$ cat src/rtl/if_prefetch.sv
// if_prefetch: RV32I fetch front end; throttled sequential requests, in-order response FIFO,
// redirect flush that drops every response already in flight.
module if_prefetch #(
  parameter int unsigned DEPTH    = 4,
  parameter logic [31:0] RESET_PC = 32'h0000_0000
) (
  input  logic        clk,
  input  logic        reset,
  output logic        imem_req_valid,
  input  logic        imem_req_ready,
  output logic [31:0] imem_req_addr,
  input  logic        imem_rsp_valid,
  input  logic [31:0] imem_rsp_data,
  input  logic        redirect_valid,
  input  logic [31:0] redirect_pc,
  output logic        inst_valid,
  input  logic        inst_ready,
  output logic [31:0] inst,
  output logic [31:0] inst_pc
);
  localparam int unsigned PW = $clog2(DEPTH);
  localparam int unsigned CW = PW + 1;
  localparam logic [CW:0] CAP = (CW+1)'(DEPTH);
  logic [31:0] fetch_pc_q, fetch_pc_d, rsp_pc_q, rsp_pc_d, target;
  logic [CW-1:0] pending_q, pending_d, discard_q, discard_d, count_q, count_d;
  logic [PW-1:0] wr_ptr_q, wr_ptr_d, rd_ptr_q, rd_ptr_d;
  logic [63:0] mem_q [DEPTH];
  logic [63:0] mem_d [DEPTH];
  logic [CW:0] occ;
  logic req_fire, push, pop;
  always_comb begin
    target = {redirect_pc[31:2], 2'b00};
    occ = {1'b0, count_q} + {1'b0, pending_q};
    imem_req_valid = !reset && !redirect_valid && (occ < CAP);
    imem_req_addr = fetch_pc_q;
    req_fire = imem_req_valid && imem_req_ready;
    inst_valid = !reset && (count_q != '0);
    inst = inst_valid ? mem_q[rd_ptr_q][31:0] : 32'h0000_0013;
    inst_pc = inst_valid ? mem_q[rd_ptr_q][63:32] : 32'h0;
    // A response in a redirect cycle belongs to the old path and is never pushed
    push = imem_rsp_valid && !redirect_valid && (discard_q == '0);
    pop = inst_valid && inst_ready && !redirect_valid;
    pending_d = pending_q + CW'(req_fire) - CW'(imem_rsp_valid);
    discard_d = redirect_valid ? pending_d
              : (imem_rsp_valid && discard_q != '0) ? discard_q - CW'(1) : discard_q;
    fetch_pc_d = redirect_valid ? target : req_fire ? fetch_pc_q + 32'd4 : fetch_pc_q;
    rsp_pc_d = redirect_valid ? target : push ? rsp_pc_q + 32'd4 : rsp_pc_q;
    wr_ptr_d = redirect_valid ? '0 : wr_ptr_q + PW'(push);
    rd_ptr_d = redirect_valid ? '0 : rd_ptr_q + PW'(pop);
    count_d = redirect_valid ? '0 : count_q + CW'(push) - CW'(pop);
    for (int i = 0; i < DEPTH; i++)
      mem_d[i] = (push && wr_ptr_q == PW'(i)) ? {rsp_pc_q, imem_rsp_data} : mem_q[i];
  end
  always_ff @(posedge clk) begin
    if (reset) begin
      fetch_pc_q <= RESET_PC;
      rsp_pc_q   <= RESET_PC;
      pending_q  <= '0;
      discard_q  <= '0;
      count_q    <= '0;
      wr_ptr_q   <= '0;
      rd_ptr_q   <= '0;
    end else begin
      fetch_pc_q <= fetch_pc_d;
      rsp_pc_q   <= rsp_pc_d;
      pending_q  <= pending_d;
      discard_q  <= discard_d;
      count_q    <= count_d;
      wr_ptr_q   <= wr_ptr_d;
      rd_ptr_q   <= rd_ptr_d;
    end
  end
  always_ff @(posedge clk) begin
    mem_q <= mem_d;
    if (!reset) assert (!(push && count_q == CW'(DEPTH)));
  end
endmodule

$ cat config.mk
export PLATFORM = sky130hd
export DESIGN_NAME = if_prefetch
export DESIGN_NICKNAME = d
export VERILOG_FILES = /design/src/rtl/if_prefetch.sv
export SDC_FILE = /design/constraint.sdc
export NUM_CORES = 1
export LEC_CHECK = 0
export ABC_AREA = 1
export CAP_MARGIN = 20
export CORE_AREA = 4 4 145 203
export DETAILED_ROUTE_END_ITERATION = 10
export DIE_AREA = 0 0 149 207
export PLACE_DENSITY = 0.75
export SYNTH_ARGS = -nofsm -noshare
export SYNTH_HDL_FRONTEND = slang
export SYNTH_SLANG_ARGS = --single-unit
$ cat constraint.sdc
create_clock -name clk -period 8.9 [get_ports clk]
set_input_delay 1.335 -clock clk [delete_from_list [all_inputs] [get_ports clk]]
set_output_delay 1.335 -clock clk [all_outputs]
set_load 0.1 [all_outputs]
==> results.tsv <==
stage	metric	value	unit
worst_setup_path	cp-start-kind	input port	
clock_tree	cts_resized	0	
floorplan	core	27600	um2
clock_tree	cts_tree	built	
clock_tree	hold_buffers	0	
worst_setup_path	crit_fanout	42	
timing	drv_slew	0	
floorplan	fp.dieH	207	um
clock_tree	cts-root-buf	clkbuf_16	
synthesis	synth_cell_types	44	
timing	skew	0.0144	ns
power_and_ir_drop	p_leak	6.17	nW
outcome	status	completed	
drt	first_iter_violations	824	
clock_tree	clockBufferDepth	3	
timing	rsz0062_at_grt	no	
timing	finalHoldViolCount	0	
drt	first_pass_iters	5	
drt	drcViolationCount	0	
floorplan	io_pins	168	
place	dp_slack	2.55	ns
clock_tree	insertion_delay	0.55	ns
global_routing	antenna_found_initial	0	
worst_setup_path	criticalPathCategory	in -> out	
clock_tree	numCtsBuffers	29	
finish	areaGrowthSynthToFinish	19.8	%
place	dp_hpwl	21.3	mm
timing	max_slew_margin	29.4	%
synthesis	yosys_warnings	0	
place	io_buffers	161	
global_routing	grt_max_degree	101	
global_routing	grt_usage	22.0	%
power_and_ir_drop	max-vdd-ir-drop	123	uV
drt	viasPerCell	5.46	
timing	fin_ws	2.56	ns
worst_setup_path	worstReg2RegStart	count_q[0]$_SDFF_PP0_	
drt	routed_wl	34.7	mm
synthesis	synth_flop_cell	edfxtp_1	
synthesis	synth-edff-count	248	
synthesis	async_flop_share	0	%
clock_tree	post_cts_buffers	0	
finish	drive_above_1_share	5.57	%
worst_setup_path	end_kind	output port	
finish	fillCellCount	2209	
flow_run	maxCapViolCount	0	
worst_setup_path	arrival	5.01	ns
synthesis	yosysSeqAreaShare	61.4	%
worst_setup_path	required	7.57	ns
drt	antenna_left	0	
place	place_congestion	0.936	
global_routing	grt_pass1_wl	55.6	mm
clock_tree	clock_sinks	321	
synthesis	syn_avg_cell_area	9.46	um2
synthesis	netlist_instances	1533	
synthesis	synth_area_leader_cell	edfxtp_1	
clock_tree	clk_pin_slew_worst_paths	0.06	ns
synthesis	netlist_area	14500	um2
timing	worst_pin_slew	1.05	ns
floorplan	start_util	52.6	%
global_routing	grt-ovfl-total	0	
timing	fmax	158	MHz
synthesis	synth.top_cells.by_area	edfxtp_1 51%, dfxtp_1 10%, nor2_1 8.8%	
timing	fin_crit_sh	71.2	%
timing	setup_tns	0	ns
timing	finalCriticalPeriod	6.34	ns
finish	layout.nets	1749	
global_routing	grt_pass1_vias	11100	
worst_hold_path	hold_path_class	reg -> reg	
synthesis	synth-seq-cells	321	
floorplan	dieWidth	149	um
clock_tree	cts_max_level	1	
floorplan	rows	72	
timing	setup_viol	0	
worst_setup_path	startpoint	reset	
finish	antenna_cells	0	
worst_hold_path	worstHoldStart	discard_q[2]$_SDFFE_PP0P_	
power_and_ir_drop	power.density	199	nW/um2
floorplan	design.die.area	30800	um2
power_and_ir_drop	total_power	0.00345	W
synthesis	synth.top_cell.area_share	51.3	%
drt	routedWlPerCell	16.9	um
drt	vias	11200	
## power breakdown
group	switching, W	internal [W]	total (W)
Clock	0.000524	0.000800	0.00132
Sequential	0.0000577	0.00168	0.00174
Combinational	0.000275	0.000116	0.000391
## placed cells by master (no fill, tap or decap), types with 5 or more instances in the layout
master,instances
nor3_1,5
a31oi_1,10
nor2_2,10
inv_1,101
nor2_1,341
nand3b_1,8
ha_1,12
o21ai_0,164
xnor2_1,12
nand2_1,226
clkinv_1,7
edfxtp_1,248
nand3_1,66
nand4_1,16
a21oi_1,110
bufinv_16,7
xor2_1,7
dfxtp_1,71
clkbuf_16,29
buf_4,12
clkdlybuf4s50_1,160
o211ai_1,5
nand2_2,6
## path summary, 6_finish.rpt
path                                                   to  slack, ns  cells after the start
worst max register to register      count_q[2]$_SDFF_PP0_       5.10                     12
worst min-delay path            discard_q[2]$_SDFFE_PP0P_       0.48                      2
worst max-delay path                              inst[4]       2.56                      7
worst min register to register  discard_q[2]$_SDFFE_PP0P_       0.48                      2
## Yosys cell counts (8+ instances only)
cell type	instances
nor2_1	341
nand2_1	226
a31oi_1	10
dfxtp_1	73
clkbuf_1	43
o21ai_0	164
inv_1	101
xnor2_1	12
nor2_2	10
nand4_1	16
edfxtp_1	248
ha_1	12
nand3_1	66
nand3b_1	8
buf_2	18
a21oi_1	110
nor3_1	9
## through the flow
stage          utilization (%)  cell area (um2)  std cells  hold WS, ns
5_1_grt                   63.0            17400       2057        0.508
3_3_place_gp              59.3            16400       2004        0.456
3_5_place_dp              59.3            16400       2004        0.465
6_report                  63.0            17400       2057        0.479
2_1_floorplan                -            14500       1536        0.447
4_1_cts                   63.0            17400       2057        0.474
## cell type report
cell class	count	area [um2]	area share, %
timing repair buffer	173	1700	9.76
sequential	321	8910	51.3
inverter	106	398	2.29
multi-input combinational	1034	4880	28.1
tap	370	463	2.66
clock buffer	33	741	4.26
clock inverter	20	280	1.61
## critical path, cell delays in order
cell	delay (ns)
clkdlybuf4s50_1	0.49
inv_1	0.43
o31ai_4	0.46
buf_4	0.62
inv_1	0.25
o311ai_0	0.17
clkdlybuf4s50_1	1.22
## per-layer routing
metal | GRT usage, % | vias to the layer above | part of all wire (%)
li1 | - | 5446 | -
met1 | 28.6 | 5329 | 41
met2 | 38.5 | 405 | 50
met3 | 2.86 | 55 | 6.5
met4 | 6.73 | 0 | 2.4
met5 | 0 | - | 0
## flip-flops by register name, indices dropped and copies added (netlist names)
signal and flops:
rsp_pc_q 30, wr_ptr_q 2, count_q 3, mem_q 248, rd_ptr_q 2, imem_req_addr 30, discard_q 3, pending_q 3
## cells by family (layout without fill, tap and decap cells)
group	count (synthesis)	count (layout)	share of synthesized area [%]
compound gates	303	303	10.9
xor+xnor	19	19	1.15
fa+ha+maj	14	14	1.31
buf+inv	181	332	5.23
flops	321	321	61.4
other cells	1	4	0.0259
simple gates	694	694	20.0
Note: power is estimated with default switching activity, not from simulation.
